===== src/rtl/if_fetch_queue_if.sv =====
// Bus bundle between the fetch queue and its environment: the redirect input,
// the SRAM-like instruction port and the hand-off to the ID stage.
// The master modport is the fetch queue's view; slave is the environment's view.
interface if_fetch_queue_if;
  logic        redirect_valid;
  logic [31:0] redirect_pc;

  logic        inst_sram_req;
  logic        inst_sram_wr;
  logic [1:0]  inst_sram_size;
  logic [3:0]  inst_sram_wstrb;
  logic [31:0] inst_sram_addr;
  logic [31:0] inst_sram_wdata;
  logic        inst_sram_addr_ok;
  logic        inst_sram_data_ok;
  logic [31:0] inst_sram_rdata;

  logic        ds_allow_in;
  logic        fs_to_ds_valid;
  logic [31:0] fs_pc;
  logic [31:0] fs_inst;
  logic        fs_ex_adef;

  modport master (
    input  redirect_valid, redirect_pc,
    input  inst_sram_addr_ok, inst_sram_data_ok, inst_sram_rdata,
    input  ds_allow_in,
    output inst_sram_req, inst_sram_wr, inst_sram_size, inst_sram_wstrb,
    output inst_sram_addr, inst_sram_wdata,
    output fs_to_ds_valid, fs_pc, fs_inst, fs_ex_adef
  );

  modport slave (
    output redirect_valid, redirect_pc,
    output inst_sram_addr_ok, inst_sram_data_ok, inst_sram_rdata,
    output ds_allow_in,
    input  inst_sram_req, inst_sram_wr, inst_sram_size, inst_sram_wstrb,
    input  inst_sram_addr, inst_sram_wdata,
    input  fs_to_ds_valid, fs_pc, fs_inst, fs_ex_adef
  );
endinterface


===== src/rtl/if_fetch_queue.sv =====
// Multi-outstanding instruction fetch front end.
// Keeps up to MAX_OUTSTANDING reads in flight, stores returned instructions in
// an in-order buffer for ID, and silently drops every response that belongs to
// requests issued before a redirect. Issue is credit-limited so that every
// live in-flight request is guaranteed a buffer slot when its data returns.
module if_fetch_queue #(
  parameter logic [31:0] RESET_PC        = 32'h1C000000,
  parameter int          MAX_OUTSTANDING = 2,
  parameter int          IBUF_DEPTH      = 4
) (
  input logic            clk,
  input logic            reset,
  if_fetch_queue_if.master bus
);

  localparam int CW = $clog2(MAX_OUTSTANDING + 1);
  localparam int BW = $clog2(IBUF_DEPTH + 1);
  localparam int PW = (MAX_OUTSTANDING > 1) ? $clog2(MAX_OUTSTANDING) : 1;
  localparam int QW = (IBUF_DEPTH > 1) ? $clog2(IBUF_DEPTH) : 1;

  logic [31:0]   r_fetchPc;
  logic          r_halted;
  logic [CW-1:0] r_inflight;
  logic [CW-1:0] r_cancelCnt;

  logic [31:0]   r_pcFifo [MAX_OUTSTANDING];
  logic [PW-1:0] r_pcWrPtr;
  logic [PW-1:0] r_pcRdPtr;

  logic [31:0]   r_ibufPc   [IBUF_DEPTH];
  logic [31:0]   r_ibufInst [IBUF_DEPTH];
  logic          r_ibufAdef [IBUF_DEPTH];
  logic [QW-1:0] r_ibufWrPtr;
  logic [QW-1:0] r_ibufRdPtr;
  logic [BW-1:0] r_ibufCount;

  logic          w_aligned;
  int            w_live;
  logic          w_ibufFull;
  logic          w_req;
  logic          w_accept;
  logic          w_resp;
  logic          w_drop;
  logic          w_respPush;
  logic          w_adef;
  logic          w_ibufPush;
  logic          w_ibufPop;
  logic          w_valid;
  logic [31:0]   w_pushPc;
  logic [31:0]   w_pushInst;
  logic [PW-1:0] w_pcWrNext;
  logic [PW-1:0] w_pcRdNext;
  logic [QW-1:0] w_ibufWrNext;
  logic [QW-1:0] w_ibufRdNext;

  // Issue credit, response classification and ADEF detection.
  always_comb begin
    w_aligned  = (r_fetchPc[1:0] == 2'b00);
    w_live     = int'(r_inflight) - int'(r_cancelCnt);
    w_ibufFull = (r_ibufCount == BW'(IBUF_DEPTH));
    w_req      = ~reset & ~bus.redirect_valid & ~r_halted & w_aligned
                 & (int'(r_inflight) < MAX_OUTSTANDING)
                 & ((w_live + int'(r_ibufCount)) < IBUF_DEPTH);
    w_accept   = w_req & bus.inst_sram_addr_ok;
    w_resp     = bus.inst_sram_data_ok & (r_inflight != '0);
    w_drop     = w_resp & ((r_cancelCnt != '0) | bus.redirect_valid);
    w_respPush = w_resp & ~w_drop;
    w_adef     = ~w_aligned & ~r_halted & (w_live == 0) & ~w_ibufFull
                 & ~bus.redirect_valid;
    w_ibufPush = w_respPush | w_adef;
    w_valid    = (r_ibufCount != '0);
    w_ibufPop  = w_valid & bus.ds_allow_in & ~bus.redirect_valid;
    w_pushPc   = w_adef ? r_fetchPc : r_pcFifo[r_pcRdPtr];
    w_pushInst = w_adef ? 32'h0 : bus.inst_sram_rdata;
    w_pcWrNext   = (r_pcWrPtr == PW'(MAX_OUTSTANDING - 1)) ? '0 : r_pcWrPtr + PW'(1);
    w_pcRdNext   = (r_pcRdPtr == PW'(MAX_OUTSTANDING - 1)) ? '0 : r_pcRdPtr + PW'(1);
    w_ibufWrNext = (r_ibufWrPtr == QW'(IBUF_DEPTH - 1)) ? '0 : r_ibufWrPtr + QW'(1);
    w_ibufRdNext = (r_ibufRdPtr == QW'(IBUF_DEPTH - 1)) ? '0 : r_ibufRdPtr + QW'(1);
  end

  assign bus.inst_sram_req   = w_req;
  assign bus.inst_sram_wr    = 1'b0;
  assign bus.inst_sram_size  = 2'b10;
  assign bus.inst_sram_wstrb = 4'h0;
  assign bus.inst_sram_addr  = r_fetchPc;
  assign bus.inst_sram_wdata = 32'h0;

  assign bus.fs_to_ds_valid = w_valid;
  assign bus.fs_pc          = w_valid ? r_ibufPc[r_ibufRdPtr]   : 32'h0;
  assign bus.fs_inst        = w_valid ? r_ibufInst[r_ibufRdPtr] : 32'h0;
  assign bus.fs_ex_adef     = w_valid ? r_ibufAdef[r_ibufRdPtr] : 1'b0;

  // Fetch address and halt flag: redirect restarts, ADEF parks fetch.
  always_ff @(posedge clk or posedge reset) begin
    if (reset) begin
      r_fetchPc <= RESET_PC;
      r_halted  <= 1'b0;
    end else if (bus.redirect_valid) begin
      r_fetchPc <= bus.redirect_pc;
      r_halted  <= 1'b0;
    end else begin
      if (w_accept) r_fetchPc <= r_fetchPc + 32'd4;
      if (w_adef)   r_halted  <= 1'b1;
    end
  end

  // PC FIFO and in-flight count track accepted requests in issue order.
  always_ff @(posedge clk or posedge reset) begin
    if (reset) begin
      for (int i = 0; i < MAX_OUTSTANDING; i++) r_pcFifo[i] <= '0;
      r_pcWrPtr  <= '0;
      r_pcRdPtr  <= '0;
      r_inflight <= '0;
    end else begin
      if (w_accept) begin
        r_pcFifo[r_pcWrPtr] <= r_fetchPc;
        r_pcWrPtr           <= w_pcWrNext;
      end
      if (w_resp) r_pcRdPtr <= w_pcRdNext;
      if (w_accept && !w_resp)      r_inflight <= r_inflight + CW'(1);
      else if (!w_accept && w_resp) r_inflight <= r_inflight - CW'(1);
    end
  end

  // Stale-response counter: loaded on redirect with requests still owed after this cycle.
  always_ff @(posedge clk or posedge reset) begin
    if (reset) begin
      r_cancelCnt <= '0;
    end else if (bus.redirect_valid) begin
      r_cancelCnt <= w_resp ? (r_inflight - CW'(1)) : r_inflight;
    end else if (w_drop && (r_cancelCnt != '0)) begin
      r_cancelCnt <= r_cancelCnt - CW'(1);
    end
  end

  // In-order instruction buffer: one push (response or ADEF) and one pop per cycle.
  always_ff @(posedge clk or posedge reset) begin
    if (reset) begin
      for (int i = 0; i < IBUF_DEPTH; i++) begin
        r_ibufPc[i]   <= '0;
        r_ibufInst[i] <= '0;
        r_ibufAdef[i] <= 1'b0;
      end
      r_ibufWrPtr <= '0;
      r_ibufRdPtr <= '0;
      r_ibufCount <= '0;
    end else if (bus.redirect_valid) begin
      r_ibufWrPtr <= '0;
      r_ibufRdPtr <= '0;
      r_ibufCount <= '0;
    end else begin
      if (w_ibufPush) begin
        r_ibufPc[r_ibufWrPtr]   <= w_pushPc;
        r_ibufInst[r_ibufWrPtr] <= w_pushInst;
        r_ibufAdef[r_ibufWrPtr] <= w_adef;
        r_ibufWrPtr             <= w_ibufWrNext;
      end
      if (w_ibufPop) r_ibufRdPtr <= w_ibufRdNext;
      if (w_ibufPush && !w_ibufPop)      r_ibufCount <= r_ibufCount + BW'(1);
      else if (!w_ibufPush && w_ibufPop) r_ibufCount <= r_ibufCount - BW'(1);
    end
  end

endmodule


===== src/flat_wrapper.sv =====
// flat-port wrapper written by rule: the top's interface ports become plain ports
module if_fetch_queue_flat 
#(
  parameter logic [31:0] RESET_PC        = 32'h1C000000,
  parameter int          MAX_OUTSTANDING = 2,
  parameter int          IBUF_DEPTH      = 4
)
  (clk, reset, bus_redirect_valid, bus_redirect_pc, bus_inst_sram_addr_ok, bus_inst_sram_data_ok, bus_inst_sram_rdata, bus_ds_allow_in, bus_inst_sram_req, bus_inst_sram_wr, bus_inst_sram_size, bus_inst_sram_wstrb, bus_inst_sram_addr, bus_inst_sram_wdata, bus_fs_to_ds_valid, bus_fs_pc, bus_fs_inst, bus_fs_ex_adef);
  if_fetch_queue_if bus_i ();
  input logic clk;
  input logic reset;
  input wire logic [$bits(bus_i.redirect_valid)-1:0] bus_redirect_valid;
  input wire logic [$bits(bus_i.redirect_pc)-1:0] bus_redirect_pc;
  input wire logic [$bits(bus_i.inst_sram_addr_ok)-1:0] bus_inst_sram_addr_ok;
  input wire logic [$bits(bus_i.inst_sram_data_ok)-1:0] bus_inst_sram_data_ok;
  input wire logic [$bits(bus_i.inst_sram_rdata)-1:0] bus_inst_sram_rdata;
  input wire logic [$bits(bus_i.ds_allow_in)-1:0] bus_ds_allow_in;
  output wire logic [$bits(bus_i.inst_sram_req)-1:0] bus_inst_sram_req;
  output wire logic [$bits(bus_i.inst_sram_wr)-1:0] bus_inst_sram_wr;
  output wire logic [$bits(bus_i.inst_sram_size)-1:0] bus_inst_sram_size;
  output wire logic [$bits(bus_i.inst_sram_wstrb)-1:0] bus_inst_sram_wstrb;
  output wire logic [$bits(bus_i.inst_sram_addr)-1:0] bus_inst_sram_addr;
  output wire logic [$bits(bus_i.inst_sram_wdata)-1:0] bus_inst_sram_wdata;
  output wire logic [$bits(bus_i.fs_to_ds_valid)-1:0] bus_fs_to_ds_valid;
  output wire logic [$bits(bus_i.fs_pc)-1:0] bus_fs_pc;
  output wire logic [$bits(bus_i.fs_inst)-1:0] bus_fs_inst;
  output wire logic [$bits(bus_i.fs_ex_adef)-1:0] bus_fs_ex_adef;
  assign bus_i.redirect_valid = bus_redirect_valid;
  assign bus_i.redirect_pc = bus_redirect_pc;
  assign bus_i.inst_sram_addr_ok = bus_inst_sram_addr_ok;
  assign bus_i.inst_sram_data_ok = bus_inst_sram_data_ok;
  assign bus_i.inst_sram_rdata = bus_inst_sram_rdata;
  assign bus_i.ds_allow_in = bus_ds_allow_in;
  assign bus_inst_sram_req = bus_i.inst_sram_req;
  assign bus_inst_sram_wr = bus_i.inst_sram_wr;
  assign bus_inst_sram_size = bus_i.inst_sram_size;
  assign bus_inst_sram_wstrb = bus_i.inst_sram_wstrb;
  assign bus_inst_sram_addr = bus_i.inst_sram_addr;
  assign bus_inst_sram_wdata = bus_i.inst_sram_wdata;
  assign bus_fs_to_ds_valid = bus_i.fs_to_ds_valid;
  assign bus_fs_pc = bus_i.fs_pc;
  assign bus_fs_inst = bus_i.fs_inst;
  assign bus_fs_ex_adef = bus_i.fs_ex_adef;
  if_fetch_queue #(.RESET_PC(RESET_PC), .MAX_OUTSTANDING(MAX_OUTSTANDING), .IBUF_DEPTH(IBUF_DEPTH)) u_core (.clk(clk), .reset(reset), .bus(bus_i));
endmodule

===== config.mk =====
export PLATFORM = sky130hd
export DESIGN_NAME = if_fetch_queue_flat
export DESIGN_NICKNAME = d
export VERILOG_FILES = /design/src/rtl/if_fetch_queue_if.sv /design/src/rtl/if_fetch_queue.sv /design/src/flat_wrapper.sv
export SDC_FILE = /design/constraint.sdc
export NUM_CORES = 1
export LEC_CHECK = 0
export CAP_MARGIN = 20
export CELL_PAD_IN_SITES_DETAIL_PLACEMENT = 0
export CELL_PAD_IN_SITES_GLOBAL_PLACEMENT = 1
export CORE_MARGIN = 2
export CORE_UTILIZATION = 44
export DETAILED_ROUTE_END_ITERATION = 10
export GPL_ROUTABILITY_DRIVEN = 0
export HOLD_SLACK_MARGIN = 0.12
export PLACE_DENSITY_LB_ADDON = 0.1
export SLEW_MARGIN = 30
export SYNTH_ARGS = -nofsm -noshare
export SYNTH_HDL_FRONTEND = slang
export SYNTH_SLANG_ARGS = --single-unit

===== constraint.sdc =====
create_clock -name clk -period 15.2 [get_ports clk]
set_clock_uncertainty 0.05 [all_clocks]
set_input_delay 2.28 -clock clk [delete_from_list [all_inputs] [get_ports clk]]
set_output_delay 2.28 -clock clk [all_outputs]
set_load 0.01 [all_outputs]

---- Word-level counts from Yosys, hierarchy flattened ----
Cells that the tools add are included.
W data, S select, Z words.
cells by class
  equality and inequality tests ........... 3
  magnitude comparators ................... 8
  bitwise operators ....................... 27
  $add $sub $neg .......................... 12
  muxes and demuxes ....................... 47
  reduce and logical (&&, ||, !) cells .... 24
operator list
  kind                     number
  $mux W32                 15
  $bwmux W128              2
  $bmux W32 S2             2
  $bwmux W64               1
  $demux W32 S2            1
  $add A32 B3 Y32 const B  1
  $add A32 B4 Y32          1
  $demux W32 S1            1
  $logic_not A32 Y1        1
  $lt A32 B4 Y1 const B    1
  $mux W2                  11
  $reduce_bool A2 Y1       8
  $and A1 B1 Y1            15
  $mux W3                  3
  $mux W1                  8
  $logic_and A1 B1 Y1      7
  $add A2 B1 Y2 const B    3
  $ge A3 B3 Y1 const B     2
  $not A1 Y1               6
  $not A2 Y3               2
  $reduce_bool A3 Y1       2
  $bwmux W4                1
  $eq A2 B2 Y1 const B     2
  $ge A2 B2 Y1 const B     2
  16 further kinds         23
word-level totals
  output and inout port bits .............. 138
  bits in registers ....................... 370

---- Longest topological paths before layout ----
Gate-level depths: netlist (run 1).
  word-level depth ........................ 12
  mapped depth ............................ 17

---- Least setup slack after synthesis (run 1) ----
OpenSTA, ideal clock, no wires.
  path kind ............................... input -> output
  start point ............................. input reset
  end point ............................... output bus_inst_sram_req
  arrival time ............................ 3146 ps
  stages on the path ...................... 2
  required time ........................... 12870 ps
  setup slack ............................. 9724 ps
  path through ............................ or4_1 -> nor3_1
on the way
  cells in the longest elaborated chain, start to end .. 6
RTL lines
  element                     line                  source
  start: declaration          flat_wrapper.sv:11    input logic reset;
  $not A1 Y1                  if_fetch_queue.sv:61  w_req = ~reset & ~bus.redirect_valid & ~r_halted & w_aligned
  $and A1 B1 Y1 (3 in a row)  if_fetch_queue.sv:61
  $and A1 B1 Y1               if_fetch_queue.sv:62  & (int'(r_inflight) < MAX_OUTSTANDING)
  $and A1 B1 Y1               if_fetch_queue.sv:63  & ((w_live + int'(r_ibufCount)) < IBUF_DEPTH);
  end: declaration            flat_wrapper.sv:18    output wire logic [$bits(bus_i.inst_sram_req)-1:0] bus_inst_sram_req;
No other way between the ends.

---- Worst setup path in the final report (run 1) ----
  start point ............................. register u_core.r_inflight[0]
  end point ............................... output bus_inst_sram_req
on the way
  cells in the longest elaborated chain, start to end .. 4
  elaborated cells between the ends (all ways) .. 6
RTL lines
  element                   line                   source
  start: declaration        if_fetch_queue.sv:23   logic [CW-1:0] r_inflight;
  start signal: assignment  if_fetch_queue.sv:120  if (w_accept && !w_resp) r_inflight <= r_inflight + CW'(1);
  start signal: assignment  if_fetch_queue.sv:121  else if (!w_accept && w_resp) r_inflight <= r_inflight - CW'(1);
  $sub A2 B2 Y3             if_fetch_queue.sv:59   w_live = int'(r_inflight) - int'(r_cancelCnt);
  $add A32 B4 Y32           if_fetch_queue.sv:63
  $lt A32 B4 Y1             if_fetch_queue.sv:63
  $and A1 B1 Y1 *           if_fetch_queue.sv:63
Mark *: on every way between the ends. The rest lies on a longest branch, timed or not.

==> impl_metrics.yaml, run 1 <==
pwr:
  vdd_drop_max_mv: 0.173
  p_leak_nw: 9.11
  power_mw: 3.49
  power_dens_cells_nw_per_um2: 167
critical_path:
  setup.worst_path.start_class: "register"
  reg2reg_launch_point: "u_core.r_inflight[0]$_DFFE_PP0P_"
  worst_setup_path_end_kind: "output pin"
  critPathMostFrequentCell: "sky130_fd_sc_hd__ha_1"
  critical_path.cell_chain: "inv_1 -> ha_1 -> fa_1 -> inv_1 -> ha_1 -> nand3b_1 -> nand2_1 -> o21ai_0 -> ha_1 -> nor4bb_1 -> nand4_1 -> o31a_1 -> buf_4 -> nor3_1 -> clkdlybuf4s50_1"
  timing.critical_path.slowest_cell_delay_ns: 0.58
  cp_data_arrival_time_ns: 4.47
  critical_register_to_register_path_endpoint: "u_core.r_pcFifo[36]$_DFFE_PP0P_"
  r2r_cells: 15
  critPathKind: "reg2out"
  ff2ff_setup_slack_ns: 10.38
  worstPathMaxFanout: 54
  worstPathRequired_ns: 12.87
  critical_path.slowest_cell: "sky130_fd_sc_hd__clkdlybuf4s50_1"
synthesis:
  yosys_register_bits: 370
  muxShareOfSynthArea_pct: 14.1
  synth-main-ff-cell: "sky130_fd_sc_hd__dfrtp_1"
  post_synth_inst_count: 1689
  synth_compound_area_share_pct: 11.7
  synth.yosys.warnings: 0
  ys_seq_area_share_pct: 52.6
  main_combinational_cell_family_by_area_after_synthesis: "simple AND/OR/NAND/NOR gates"
  avgSynthCellArea_um2: 10.4
  synthAdderAreaFrac_pct: 1.36
  synth-edff-count: 0
  yosysUniqueCellTypes: 57
  synthesized_area_fraction_occupied_by_and_or_nand_nor_cells_pct: 14.6
  netlist_area_um2: 17600
  post_synth_xor_area_fraction_pct: 0.476
  synthArstFlopShare_pct: 100
sta:
  worstMarginPinSlew_ns: 0.955
  fin_crit_ns: 6.80
  max_freq_mhz: 147
  final.setup.tns_ns: 0
  rsz0062_at_grt: "false"
  drv_slew: 0
  slew-limit-headroom_pct: 36.3
  setup_viol: 0
  period_share_pct: 44.7
  hold_violations: 0
finish:
  post_route_cells_drive_above_1_share_pct: 12.7
  antenna_diode_instance_count: 0
  number_of_fillers_in_the_final_layout: 3643
  final_cell_area_um2: 20900
  layout-area-overhead-vs-synth_pct: 18.4
  layout.cells.most_common: "sky130_fd_sc_hd__dfrtp_1"
  final_cell_mix: "sky130_fd_sc_hd__dfrtp_1, sky130_fd_sc_hd__nand2_1, sky130_fd_sc_hd__o21ai_0, sky130_fd_sc_hd__clkdlybuf4s50_1, sky130_fd_sc_hd__nor2_1"
  stdcell_count: 2345
  post-route-util_pct: 52.6
  finalNetCount: 1882
clock_network:
  level_count_of_the_clock_h_tree: 2
  cts.path.max_buffers: 3
  cts.hold.buffers_added: 0
  path_clk_slew_ns: 0.06
  cts.repair.resized: 0
  worst_skew_late_latency_ns: 0.54
  cts_root_buffer: "sky130_fd_sc_hd__clkbuf_16"
  cts_tree: "done"
  clock_sinks: 370
  cts_setup_buffers: 0
  cts_inserted_buffers: 41
flow_run:
  maxCapViolations: 0
placement:
  place_area_um2: 19500
  place_inst: 2275
  placement.io_buffers: 168
  dp.final_hpwl_um: 27200
min_path:
  min_delay_worst_endpoint: "u_core.r_ibufPc[112]$_DFFE_PP0P_"
  cells_on_worst_hold_path: 2
  hold_path_class: "reg2reg"
  hold_start: "u_core.r_ibufPc[112]$_DFFE_PP0P_"
routing:
  drt.antenna.violating_nets: 0
  via_to_cell_ratio: 5.34
  drt_pass1_iterations: 5
  via_count: 12500
  routedWlPerCell_um: 18.8
  detail_route.iter0.violations: 586
  finalWirelength_um: 44000
  drt_drc_violations_left: 0
die:
  design.die.area_um2: 41600
  floorplan.initialDensity_pct: 44.4
  chipWidth_um: 204
  floorplan.io_pins: 208
  floorplan.die.height_um: 204
  rows: 73
  coreArea_um2: 39600
grt:
  maximum_number_of_pins_on_one_net_before_global_route_repair: 160
  grt_util_all_layers_pct: 21.5
  gr-total-overflow: 0
  grt_pass1_wl_um: 70400
  grt_antenna_before_repair: 1
  grt_pass1_vias: 12400
status:
  outcome: "finished, final reports clean"
## worst max-delay path by stage
| stage | startpoint | end | slack (ns) | depth (start not counted) |
|---|---|---|---|---|
| 6_report | u_core.r_inflight[0]$_DFFE_PP0P_ | bus_inst_sram_req | 8.40 | 15 |
| 2_1_floorplan | reset | u_core.bus.inst_sram_addr[0]$_DFFE_PP0P_ | 2.60 | 1 |
| 5_1_grt | u_core.r_inflight[0]$_DFFE_PP0P_ | bus_inst_sram_req | 7.96 | 15 |
| 3_3_place_gp | reset | bus_inst_sram_req | 8.69 | 4 |
| 4_1_cts | u_core.r_inflight[0]$_DFFE_PP0P_ | bus_inst_sram_req | 8.34 | 15 |
| 3_5_place_dp | reset | bus_inst_sram_req | 8.67 | 4 |
## through the flow
| stage | worst slack [ns] | hold slack (ns) |
|---|---|---|
| final | 8.40 | 0.423 |
| after global routing | 7.96 | 0.442 |
| after CTS | 8.34 | 0.428 |
| after detailed placement | 8.67 | 0.415 |
| after global placement | 8.69 | 0.407 |
| after floorplan | 2.60 | 0.395 |
## sequential cells by signal, indices dropped and copies added (netlist names), 3 cells and up
signal / flops
u_core.r_ibufPc: 128
u_core.r_ibufInst: 128
u_core.bus.inst_sram_addr: 32
u_core.r_ibufCount: 3
u_core.r_pcFifo: 64
u_core.r_ibufAdef: 4
## cell usage after synthesis, drive strengths merged (4+ instances only)
master  count  area (um^2)
nor4        6         37.5
o311ai      4         35.0
and4        5         43.8
and2       68          425
or4        17          128
a31oi      24          150
clkbuf    106          409
or3        12         75.1
xnor2       4         35.0
mux4       65         1460
nand4      14         93.8
mux2       62          698
nor3       11         60.1
and3        7         46.3
ha         16          200
o31ai      12         95.1
nand2     321         1200
a21oi      43          215
buf        60          424
dfrtp     367         9180
nand3      17         85.1
mux2i      32          320
nor2       71          267
inv        15         56.3
o21ai     290         1450
## layer usage
layer / global-route usage, % / part of all wire (%) / vias up
li1: - / - / 6038
met1: 32.1 / 49 / 6112
met2: 33.0 / 45 / 318
met3: 3.22 / 5.0 / 57
met4: 5.10 / 1.8 / 0
met5: 0 / 0 / -
## critical path, delay by kind of cell, from the launching register on
kind / cells / cell delay [ns]
simple gates: 5 / 0.85
buf+inv: 4 / 0.98
flops: 1 / 0.40
fa+ha+maj: 4 / 1.27
compound gates: 2 / 0.41
## layout make-up
class	instances	area, um^2	area share, %
multi-input combinational	1175	7660	36.7
tap	525	657	3.15
timing repair buffer	191	1890	9.06
clock inverter	9	130	0.624
inverter	15	68.8	0.330
clock buffer	60	1190	5.69
sequential	370	9270	44.4
## cells by family after synthesis
group	Yosys count
fa+ha+maj	18
xor+xnor	8
simple gates	564
buf+inv	181
mux	159
flops	370
other cells	2
compound gates	387
## power breakdown
part | leakage, nW | internal, mW | switching, mW
clock | 0.645 | 0.590 | 0.394
sequential | 4.97 | 1.20 | 0.153
combinational | 3.50 | 0.517 | 0.629
Note: power is estimated with default switching activity, not from simulation.
==> run 2, diff against run 1 <==
--- a/config.mk
+++ b/config.mk
@@ -9,7 +9,7 @@
 export CELL_PAD_IN_SITES_DETAIL_PLACEMENT = 0
 export CELL_PAD_IN_SITES_GLOBAL_PLACEMENT = 1
 export CORE_MARGIN = 2
-export CORE_UTILIZATION = 44
+export CORE_UTILIZATION = 40
 export DETAILED_ROUTE_END_ITERATION = 10
 export GPL_ROUTABILITY_DRIVEN = 0
 export HOLD_SLACK_MARGIN = 0.12
==> constraint.sdc (replaced) <==
create_clock -name clk -period 5.5 [get_ports clk]
set_clock_uncertainty 0.05 [all_clocks]
set_input_delay 0.825 -clock clk [delete_from_list [all_inputs] [get_ports clk]]
set_output_delay 0.825 -clock clk [all_outputs]
set_load 0.01 [all_outputs]
==> impl_metrics.yaml, run 2 (synthesized netlist as in run 1, its figures left out) <==
placement:
  placement.io_buffers: 168
  dp.final_hpwl_um: 28700
routing:
  via_to_cell_ratio: 5.21
  finalWirelength_um: 45300
  via_count: 12600
  drt_pass1_iterations: 5
  detail_route.iter0.violations: 814
  drt.antenna.violating_nets: 0
  routedWlPerCell_um: 18.7
  drt_drc_violations_left: 0
clock_network:
  level_count_of_the_clock_h_tree: 2
  cts_root_buffer: "sky130_fd_sc_hd__clkbuf_16"
  worst_skew_late_latency_ns: 0.56
  cts_setup_buffers: 0
  cts_inserted_buffers: 43
  path_clk_slew_ns: 0.06
  clock_sinks: 370
  cts.path.max_buffers: 3
  cts_tree: "done"
  cts.hold.buffers_added: 0
  cts.repair.resized: 0
finish:
  final_cell_mix: "sky130_fd_sc_hd__dfrtp_1, sky130_fd_sc_hd__nand2_1, sky130_fd_sc_hd__o21ai_0, sky130_fd_sc_hd__clkdlybuf4s50_1, sky130_fd_sc_hd__nor2_1"
  post_route_cells_drive_above_1_share_pct: 13.3
  post-route-util_pct: 48.7
  layout-area-overhead-vs-synth_pct: 19.6
  number_of_fillers_in_the_final_layout: 4086
  top_regs: "u_core.r_ibufInst: 128 flops, u_core.r_ibufPc: 128 flops, u_core.r_pcFifo: 64 flops"
  antenna_diode_instance_count: 0
  finalNetCount: 1892
  layout.cells.most_common: "sky130_fd_sc_hd__dfrtp_1"
critical_path:
  ff2ff_setup_slack_ns: 1.06
  worstPathRequired_ns: 4.62
  critical_path.cell_chain: "inv_1 -> ha_1 -> fa_1 -> inv_1 -> ha_1 -> nand3b_1 -> nand2_1 -> o21ai_0 -> ha_1 -> nor4bb_1 -> nand4_1 -> o31a_1 -> nor3_1 -> clkdlybuf4s50_1"
  worstPathMaxFanout: 5
  timing.critical_path.slowest_cell_delay_ns: 0.61
  cp_data_arrival_time_ns: 4.25
  setup.worst_path.start_class: "register"
  critical_path.slowest_cell: "sky130_fd_sc_hd__clkdlybuf4s50_1"
  critPathKind: "reg2out"
  worst_setup_path_end_kind: "output pin"
  critPathMostFrequentCell: "sky130_fd_sc_hd__ha_1"
grt:
  grt_antenna_before_repair: 0
  gr-total-overflow: 0
  grt_pass1_vias: 12800
  maximum_number_of_pins_on_one_net_before_global_route_repair: 152
  grt_util_all_layers_pct: 20.5
  grt_pass1_wl_um: 73100
status:
  outcome: "finished, final reports clean"
pwr:
  power_dens_cells_nw_per_um2: 461
  vdd_drop_max_mv: 0.349
  p_leak_nw: 9.19
sta:
  worst_hold_slack_ns: 0.422
  final.setup.tns_ns: 0
  slew-limit-headroom_pct: 42.1
  max_freq_mhz: 195
  hold_violations: 0
  drv_slew: 0
  rsz0062_at_grt: "false"
  setup_viol: 0
  fin_crit_ns: 5.12
  period_share_pct: 93.1
  worstMarginPinSlew_ns: 0.869
die:
  coreArea_um2: 43300
  floorplan.io_pins: 208
  chipWidth_um: 214
  floorplan.die.height_um: 214
  design.die.area_um2: 45700
  rows: 76
  floorplan.initialDensity_pct: 40.7
flow_run:
  maxCapViolations: 0
min_path:
  hold_path_class: "reg2reg"
-- run 2: cell types whose count changed in the layout (fill, tap and decap cells not counted), moves of 2 or more --
| cell | change |
|---|---|
| sky130_fd_sc_hd__clkinv_2 | +7 |
| sky130_fd_sc_hd__buf_12 | +7 |
| sky130_fd_sc_hd__clkbuf_16 | +2 |
| sky130_fd_sc_hd__bufinv_16 | -2 |
| sky130_fd_sc_hd__buf_4 | +3 |
-- run 2: critical path: cells and delay by family (launching register included) --
family	cells	cell delay (ns)
simple gates	5	0.93
fa+ha+maj	4	1.25
buf+inv	3	0.74
flops	1	0.39
compound gates	2	0.39
-- run 2: worst paths after layout --
check	start	end	cells after the start
setup reg to reg	u_core.r_inflight[0]$_DFFE_PP0P_	u_core.r_pcFifo[36]$_DFFE_PP0P_	16
min in group asynchronous	reset	u_core.r_pcRdPtr$_DFFE_PP0P_	2
max in group asynchronous	reset	u_core.r_ibufPc[67]$_DFFE_PP0P_	4
hold reg to reg	u_core.r_ibufPc[25]$_DFFE_PP0P_	u_core.r_ibufPc[25]$_DFFE_PP0P_	2
setup / recovery	u_core.r_inflight[0]$_DFFE_PP0P_	bus_inst_sram_req	14
hold / removal	u_core.r_ibufPc[25]$_DFFE_PP0P_	u_core.r_ibufPc[25]$_DFFE_PP0P_	2
-- run 2: power by group --
group	total [mW]	leakage (nW)	switching (mW)	internal, mW
registers	3.78	4.97	0.454	3.32
clock network	2.72	0.663	1.12	1.60
logic	3.22	3.56	1.73	1.48
total	9.71	9.19	3.30	6.41
-- run 2: area by class of cell --
class                      instances  area, um^2  share of cell area [%]
sequential                       370        9270                    44.0
multi-input combinational       1175        7660                    36.4
timing repair buffer             199        2010                    9.56
clock buffer                      61        1230                    5.86
tap                              585         732                    3.47
clock inverter                    13        96.3                   0.457
inverter                          15        60.1                   0.285
-- run 2: layer usage --
layer	GRT usage [%]	routed length [um]	vias to the layer above
met5	0	0	-
met4	4.62	726	0
met3	3.98	2220	49
met2	31.7	20400	273
met1	30.0	21900	6231
li1	-	-	6053
-- run 2: per-stage QoR --
stage               power [mW]  setup WS [ns]  cells  area, um^2
floorplan                 5.85         -0.339   1726       17800
global placement          7.02           1.05   2343       19700
detailed placement        7.08          0.977   2343       19700
CTS                       9.85          0.345   2417       21000
global route              10.4         0.0489   2418       21100
finish                    9.71          0.380   2418       21100
